`config.mk`:
```
export PLATFORM = sky130hd
export DESIGN_NAME = seq_mul4
export DESIGN_NICKNAME = d
export VERILOG_FILES = /design/src/rtl/seq_mul4_pkg.sv /design/src/rtl/seq_mul4_cra.sv /design/src/rtl/seq_mul4.sv
export SDC_FILE = /design/constraint.sdc
export NUM_CORES = 1
export LEC_CHECK = 0
export ABC_AREA = 1
export CAP_MARGIN = 5
export CORE_MARGIN = 4
export CORE_UTILIZATION = 50
export CTS_CLUSTER_SIZE = 25
export DETAILED_ROUTE_END_ITERATION = 16
export HOLD_SLACK_MARGIN = 0.15
export PLACE_DENSITY = 0.77
export SLEW_MARGIN = 20
export SYNTH_ARGS = -nofsm -noshare
export SYNTH_HDL_FRONTEND = slang
export SYNTH_SLANG_ARGS = --single-unit
```
`constraint.sdc`:
```
create_clock -name clk -period 2.84 [get_ports clk]
set_input_delay 0.568 -clock clk [delete_from_list [all_inputs] [get_ports clk]]
set_output_delay 0.568 -clock clk [all_outputs]
set_load 0.01 [all_outputs]
```
`src/rtl/seq_mul4_pkg.sv`:
```
// Shared constants and state encoding for the 4-bit sequential shift-add multiplier.
package seq_mul4_pkg;

    localparam int unsigned WIDTH = 4;
    localparam int unsigned ITERS = 4;
    localparam int unsigned CNT_W = 2;

    typedef enum logic [1:0] {
        IDLE = 2'd0,
        CALC = 2'd1,
        DONE = 2'd2
    } state_e;

endpackage

```
`src/rtl/seq_mul4_cra.sv`:
```
// 4-bit ripple-carry adder (CRA) built from full-adder cells.
module seq_mul4_cra
    import seq_mul4_pkg::*;
(
    input  logic [WIDTH-1:0] a,
    input  logic [WIDTH-1:0] b,
    input  logic             c_in,
    output logic [WIDTH-1:0] sum,
    output logic             c_out
);

    logic [WIDTH:0] carry;

    assign carry[0] = c_in;

    for (genvar i = 0; i < int'(WIDTH); i++) begin : g_fa
        assign sum[i]       = a[i] ^ b[i] ^ carry[i];
        assign carry[i + 1] = (a[i] & b[i]) | (carry[i] & (a[i] ^ b[i]));
    end

    assign c_out = carry[WIDTH];

endmodule

```
`src/rtl/seq_mul4.sv`:
```
// Unsigned 4x4 sequential shift-add multiplier: one adder pass per cycle, four iterations.
module seq_mul4 #(
    parameter int unsigned WIDTH = 4
) (
    input  logic               clk,
    input  logic               rst_n,
    input  logic               start,
    input  logic [WIDTH-1:0]   a,
    input  logic [WIDTH-1:0]   b,
    output logic               busy,
    output logic               done,
    output logic [2*WIDTH-1:0] p
);

    import seq_mul4_pkg::*;

    state_e state_q, state_d;

    logic [WIDTH-1:0] m_q;
    logic [WIDTH-1:0] q_q;
    logic [WIDTH-1:0] acc_q;
    logic [CNT_W-1:0] cnt_q;

    logic load;
    logic step;
    logic fin;

    logic [WIDTH-1:0] addend;
    logic [WIDTH-1:0] sum;
    logic             carry;
    logic [WIDTH-1:0] next_acc;
    logic [WIDTH-1:0] next_q;

    // Multiplicand is added only when the current multiplier LSB is set.
    assign addend = q_q[0] ? m_q : '0;

    seq_mul4_cra u_cra (
        .a     (acc_q),
        .b     (addend),
        .c_in  (1'b0),
        .sum   (sum),
        .c_out (carry)
    );

    // Carry-out becomes the top bit of the shifted partial product.
    assign next_acc = {carry, sum[WIDTH-1:1]};
    assign next_q   = {sum[0], q_q[WIDTH-1:1]};

    always_ff @(posedge clk or negedge rst_n) begin
        if (!rst_n) begin
            state_q <= IDLE;
        end else begin
            state_q <= state_d;
        end
    end

    always_comb begin
        state_d = state_q;
        load    = 1'b0;
        step    = 1'b0;
        fin     = 1'b0;
        unique case (state_q)
            IDLE: begin
                if (start) begin
                    state_d = CALC;
                    load    = 1'b1;
                end
            end
            CALC: begin
                step = 1'b1;
                if (cnt_q == CNT_W'(ITERS - 1)) begin
                    state_d = DONE;
                    fin     = 1'b1;
                end
            end
            DONE: begin
                state_d = IDLE;
            end
            default: begin
                state_d = IDLE;
            end
        endcase
    end

    // Operand capture and one shift-add iteration per CALC cycle.
    always_ff @(posedge clk or negedge rst_n) begin
        if (!rst_n) begin
            m_q   <= '0;
            q_q   <= '0;
            acc_q <= '0;
            cnt_q <= '0;
        end else if (load) begin
            m_q   <= a;
            q_q   <= b;
            acc_q <= '0;
            cnt_q <= '0;
        end else if (step) begin
            acc_q <= next_acc;
            q_q   <= next_q;
            cnt_q <= cnt_q + CNT_W'(1);
        end
    end

    // Status flags track the state being entered so they line up with it.
    always_ff @(posedge clk or negedge rst_n) begin
        if (!rst_n) begin
            busy <= 1'b0;
            done <= 1'b0;
            p    <= '0;
        end else begin
            busy <= (state_d != IDLE);
            done <= (state_d == DONE);
            if (fin) begin
                p <= {next_acc, next_q};
            end
        end
    end

endmodule

```
==> flow_metrics.env, run 1 <==
export IMPL_status="complete, no violations"
export IMPL_postRouteAntennaNets=0
export IMPL_grt_pass1_vias=929
export IMPL_grt_overflow=0
export IMPL_synth_area_um2=1170
export IMPL_yosys_warnings=0
export IMPL_final_cell_area_um2=1430
export IMPL_slowest_stage="fa_1"
export IMPL_vias=872
export IMPL_grt_util_all_layers=0.154
export IMPL_synth_fp_nets=140
export IMPL_dr_pass1_iters=4
export IMPL_power_density_nw_per_um2=939
export IMPL_worstSkewPairLatency_ns=0.32
export IMPL_r2r_end="acc_q[2]"
export IMPL_max_stage_delay_ns=0.49
export IMPL_worstRegToRegCells=10
export IMPL_ioPinCount=21
export IMPL_hold_path_endpoint="p[4]"
export IMPL_cp_arrival_ns=2.46
export IMPL_multi_input_area_um2=458
export IMPL_drv_cap=0
export IMPL_worstSetupPathType="reg -> reg"
export IMPL_end_kind="flop"
export IMPL_initial_core_util=0.529
export IMPL_ff2ff_setup_slack_ns=0.60
export IMPL_fin_setup_tns_ns=0
export IMPL_clock_sinks=26
export IMPL_synth_cell_type_count=16
export IMPL_die_width_um=56.4
export IMPL_drive_above_1_share=0.0952
export IMPL_startpoint_type="flop"
export IMPL_antenna_cells=0
export IMPL_hold_depth=2
export IMPL_pre_cts_slack_ns=0.609
export IMPL_ir_drop_mv=0.576
export IMPL_root_buffer="clkbuf_4"
export IMPL_worstPathMaxFanout=5
export IMPL_syn_to_final_growth_pct=22.5
export IMPL_seqCellArea_um2=651
export IMPL_clock_path_buffers=2
export IMPL_final_util=0.648
export IMPL_hold_buffers=0
export IMPL_max_freq_mhz=446
export IMPL_die_area_um2=3180
export IMPL_maxSlewViolCount=0
export IMPL_rsz0062_at_grt="no"
export IMPL_dpl_instance_area_um2=1400
export IMPL_postCtsSetupBuffers=0
export IMPL_p_leak_nw=0.709
export IMPL_drt_initial_drc_count=18
export IMPL_grt_pass1_wl_mm=3.82
export IMPL_layout_nets=164
export IMPL_min_period_ns=2.24
export IMPL_syn_inst=124
export IMPL_portBuffers=20
export IMPL_hold_violations=0
export IMPL_cts_tree="done"
export IMPL_placement_rows=17
export IMPL_synth_seq_cells=26
export IMPL_setup_viol=0
export IMPL_post_route_period_util=0.789
export IMPL_crit_chain="nand2_1, inv_1, ha_1, inv_1, fa_1, fa_1, fa_1, inv_1, nand2_1, o21ai_1"
export IMPL_vias_per_cell=4.98
export IMPL_whs_ns=0.489
export IMPL_fillers=200
export IMPL_grt_max_degree=27
export IMPL_fin_ws_ns=0.599
export IMPL_place_congestion=0.861
export IMPL_drcViolationCount=0
export IMPL_clk_pin_slew_ns=0.14
export IMPL_worstReg2RegStart="q_q[0]"
export IMPL_fin_total_pwr_mw=1.35
export IMPL_routed_wl_mm=2.15
export IMPL_cp_required_ns=3.06
export IMPL_fin_cells=175
export IMPL_coreArea_um2=2210
export IMPL_die_height_um=56.4
export IMPL_cp_top_family="adder cells"
export IMPL_avgRoutedWirePerCell_um=12.3
export IMPL_placed_cells=171
export IMPL_fin_skew_ns=0.00411
export IMPL_antenna_found_initial=0
export IMPL_max_slew_worst_pin_slew_ns=0.443
export IMPL_hold_path_startpoint="p[4]"
export IMPL_relSlewSlack=0.704
export IMPL_cts_buffers=3
export IMPL_syn_avg_cell_area_um2=9.43
export IMPL_hold_path_class="reg -> reg"
export IMPL_hpwl_mm=1.60
export IMPL_ctsResizeCount=0
export IMPL_path_buf_inv=3
export IMPL_htreeDepth=1
export IMPL_ys_seq_area_frac=0.556
==> cell usage after synthesis <==
master | number | area [um^2]
o21ai_0 | 2 | 10.0
nor2_1 | 1 | 3.75
ha_1 | 2 | 25.0
inv_1 | 11 | 41.3
nand2_1 | 45 | 169
buf_6 | 1 | 11.3
dfrtp_1 | 26 | 651
nor2_4 | 2 | 22.5
inv_2 | 1 | 3.75
nor2_2 | 1 | 6.26
fa_1 | 3 | 60.1
nand2_2 | 2 | 12.5
nand3_1 | 19 | 95.1
nand2_4 | 3 | 33.8
buf_2 | 1 | 5.00
o21ai_1 | 4 | 20.0
==> cell families (layout without fill, tap and decap cells) <==
family | count (synthesis) | count (layout) | synth area share
AND/OR/NAND/NOR | 73 | 73 | 0.293
flip-flops | 26 | 26 | 0.556
buffers and inverters | 14 | 37 | 0.0524
AO/OA/AOI/OAI | 6 | 6 | 0.0257
adder cells (fa/ha/maj) | 5 | 5 | 0.0727
==> how the worst max path moves through the flow <==
stage | from | cells past startpoint | to | slack, ns
after floorplan | q_q[0] | 10 | acc_q[2] | 0.72
after global placement | q_q[0] | 10 | acc_q[2] | 0.70
after detailed placement | q_q[0] | 10 | acc_q[2] | 0.61
after CTS | q_q[0] | 10 | acc_q[2] | 0.59
after global routing | q_q[0] | 10 | p[6] | 0.44
final | q_q[0] | 10 | acc_q[2] | 0.60
==> worst reg2reg max path: stages, from the launching register on <==
cell	delay [ns]
dfrtp_1	0.43
nand2_1	0.07
inv_1	0.06
ha_1	0.12
inv_1	0.04
fa_1	0.37
fa_1	0.39
fa_1	0.49
inv_1	0.05
nand2_1	0.05
o21ai_1	0.06
==> cell usage in the layout, fill, tap and decap left out, drive strengths merged <==
cell and n:
buf 1, nor2 4, ha 2, dfrtp 26
clkdlybuf4s50 20, clkbuf 4, nand2 50, inv 12
o21ai 6, nand3 19, fa 3
==> state kept, by name, summed over array words and instances (netlist names) <==
name     flops
p            8
acc_q        4
m_q          4
q_q          4
cnt_q        2
state_q      2
busy         1
done         1
==> layout make-up <==
cell class / instances / area share
clock buffers: 4 / 0.0253
inverters: 12 / 0.0314
multi-input cells: 84 / 0.320
flip-flops and latches: 26 / 0.454
well taps: 28 / 0.0245
repair buffers: 21 / 0.145
==> metal layers <==
metal | track usage | share of wire | vias to the layer above
met4 | 0.0780 | 0.013 | 0
met2 | 0.262 | 0.48 | 25
met1 | 0.190 | 0.44 | 409
met5 | 0 | 0 | -
li1 | - | - | 434
met3 | 0.0207 | 0.062 | 4
==> report_power, final <==
part	internal [mW]	total, mW	leakage [nW]	switching (mW)
Combinational	0.235	0.557	0.354	0.322
Clock	0.0785	0.189	0.0210	0.110
Sequential	0.511	0.599	0.334	0.0888
(Power assumes the default switching activity.)
==> run 2: changes to the inputs <==
--- a/config.mk
+++ b/config.mk
@@ -8,11 +8,11 @@
 export ABC_AREA = 1
 export CAP_MARGIN = 5
 export CORE_MARGIN = 4
-export CORE_UTILIZATION = 50
+export CORE_UTILIZATION = 46
 export CTS_CLUSTER_SIZE = 25
 export DETAILED_ROUTE_END_ITERATION = 16
 export HOLD_SLACK_MARGIN = 0.15
-export PLACE_DENSITY = 0.77
+export PLACE_DENSITY = 0.74
 export SLEW_MARGIN = 20
 export SYNTH_ARGS = -nofsm -noshare
 export SYNTH_HDL_FRONTEND = slang
==> constraint.sdc (replaced) <==
create_clock -name clk -period 1.9 [get_ports clk]
set_input_delay 0.38 -clock clk [delete_from_list [all_inputs] [get_ports clk]]
set_output_delay 0.38 -clock clk [all_outputs]
set_load 0.01 [all_outputs]
==> run 2 against run 1 <==
  * The flow now finishes with violations (negative setup slack)
  * Count of clock-buffer cells in the layout is 1 lower
  * Flip-flop and latch count stayed put
  * Worst setup slack worse by 0.79 ns
  * Clock skew is 0.0013 ns higher
  * Total power is 47% higher
  * Combinational power is 55% higher
  * Register-to-register slack worse by 0.79 ns
  * Sequential share of layout area is 0.28 points lower
  * Non-clock buffer count is 1 higher
  * Die area is 7.4% higher
  * Sequential power is 49% higher
  * Final cell count is 1.1% higher
  * Critical endpoint is now p[6]
  * Highest routed layer unchanged
==> flow_metrics.env, run 2 (synthesized netlist as in run 1, its figures left out) <==
export IMPL_die_area_um2=3410
export IMPL_largest_reg_flops=8
export IMPL_dr_wl_met2_mm=1.02
export IMPL_worstRegToRegCells=10
export IMPL_clk_pin_slew_ns=0.13
export IMPL_grt_overflow=0
export IMPL_coreArea_um2=2450
export IMPL_fillers=214
export IMPL_cp_arrival_ns=2.31
export IMPL_violations="negative setup slack"
export IMPL_pre_cts_slack_ns=-0.159
export IMPL_cts_buffers=3
export IMPL_drv_cap=0
export IMPL_dr_pass1_iters=4
export IMPL_met3_length_um=102
export IMPL_initial_core_util=0.477
export IMPL_syn_to_final_growth_pct=23.2
export IMPL_root_buffer="clkbuf_4"
export IMPL_grt_pass1_vias=881
export IMPL_antenna_cells=0
export IMPL_drive_above_1_share=0.150
export IMPL_final_cell_mix="43 x nand2_1, 26 x dfrtp_1, 20 x clkdlybuf4s50_1"
export IMPL_r2r_end="p[6]"
export IMPL_worstSetupPathType="reg -> reg"
export IMPL_clock_path_buffers=2
export IMPL_relSlewSlack=0.720
export IMPL_place_congestion=0.829
export IMPL_setup_viol=4
export IMPL_drt_met1_wl_um=962
export IMPL_hold_violations=0
export IMPL_startpoint_type="flop"
export IMPL_postRouteAntennaNets=0
export IMPL_end_kind="flop"
export IMPL_worstSkewPairLatency_ns=0.31
export IMPL_status="finished, violations left"
export IMPL_hold_path_class="in -> async"
export IMPL_postCtsSetupBuffers=0
export IMPL_portBuffers=20
export IMPL_ctsResizeCount=0
export IMPL_layout_nets=165
export IMPL_final_common_cell="nand2_1"
export IMPL_ioPinCount=21
export IMPL_max_freq_mhz=478
export IMPL_hold_buffers=0
export IMPL_drt_initial_drc_count=17
export IMPL_max_slew_worst_pin_slew_ns=0.419
export IMPL_fin_total_pwr_mw=1.98
export IMPL_worstReg2RegStart="m_q[0]"
export IMPL_htreeDepth=1
export IMPL_clock_sinks=26
export IMPL_grt_util_all_layers=0.146
export IMPL_drcViolationCount=0
export IMPL_fin_skew_ns=0.00542
export IMPL_vias=867
export IMPL_top_layer="met4"
export IMPL_die_height_um=58.4
export IMPL_ff2ff_setup_slack_ns=-0.19
export IMPL_p_leak_nw=0.702
export IMPL_grt_max_degree=27
export IMPL_post_route_period_util=1.10
export IMPL_die_width_um=58.4
export IMPL_power_density_nw_per_um2=1370
export IMPL_ir_drop_mv=0.803
export IMPL_fin_ws_ns=-0.190
export IMPL_rsz0062_at_grt="yes"
export IMPL_vias_per_cell=4.90
export IMPL_min_period_ns=2.09
export IMPL_worstPathMaxFanout=2
export IMPL_grt_pass1_wl_mm=3.77
export IMPL_largest_register="p"
export IMPL_antenna_found_initial=0
export IMPL_placement_rows=18
export IMPL_hpwl_mm=1.60
export IMPL_cts_tree="done"
export IMPL_routed_wl_mm=2.10
export IMPL_avgRoutedWirePerCell_um=11.9
export IMPL_cp_required_ns=2.12
export IMPL_final_util=0.587
export IMPL_maxSlewViolCount=0
## run 2: cell count changes in the layout (fill, tap and decap cells not counted)
cell / change
buf_4: +1
nand2_2: +2
ha_2: +1
inv_2: +3
inv_1: -3
clkbuf_8: -1
fa_1: -2
nand2_1: -2
fa_2: +2
ha_1: -1
## run 2: per-stage QoR
step / std cells / TNS [ns] / hold slack, ns / area, um^2
final: 177 / -0.535 / 0.424 / 1440
after global routing: 177 / -1.08 / 0.440 / 1440
after CTS: 177 / -0.485 / 0.429 / 1430
after detailed placement: 174 / -0.379 / 0.464 / 1410
after global placement: 174 / -0.185 / 0.455 / 1410
after floorplan: 124 / -0.258 / 0.0844 / 1170
## run 2: final cells by class
type / count / area, um^2 / area share
Multi-Input combinational cell: 84 / 470 / 0.326
Tap cell: 30 / 37.5 / 0.0260
Timing Repair Buffer: 22 / 215 / 0.149
Clock buffer: 3 / 22.5 / 0.0156
Inverter: 12 / 45.0 / 0.0313
Sequential cell: 26 / 651 / 0.451
## run 2: worst max-delay path by stage
stage	start	endpoint	slack, ns	cells after the start
5_1_grt	m_q[0]	acc_q[2]	-0.33	10
6_report	m_q[0]	p[6]	-0.19	10
4_1_cts	m_q[0]	p[6]	-0.19	10
2_1_floorplan	q_q[0]	acc_q[2]	-0.13	10
3_3_place_gp	m_q[0]	acc_q[2]	-0.1	10
3_5_place_dp	m_q[0]	p[6]	-0.16	10
## run 2: where the power goes
group          internal, mW  switching (mW)
Clock                0.0740           0.146
Sequential            0.763           0.129
Combinational         0.370           0.495
## run 2: worst max-delay path: stages, from the launching register on
cell,delay [ns]
dfrtp_1,0.37
nand2_1,0.05
inv_1,0.05
ha_2,0.16
inv_2,0.03
fa_2,0.33
fa_2,0.34
fa_1,0.50
inv_2,0.04
nand2_2,0.06
nand2_2,0.05
## run 2: routing by layer
| metal | vias to the layer above | track usage |
|---|---|---|
| met1 | 412 | 0.202 |
| met4 | 0 | 0.0728 |
| met5 | - | 0 |
| met2 | 18 | 0.222 |
| met3 | 2 | 0.0241 |
| li1 | 435 | - |
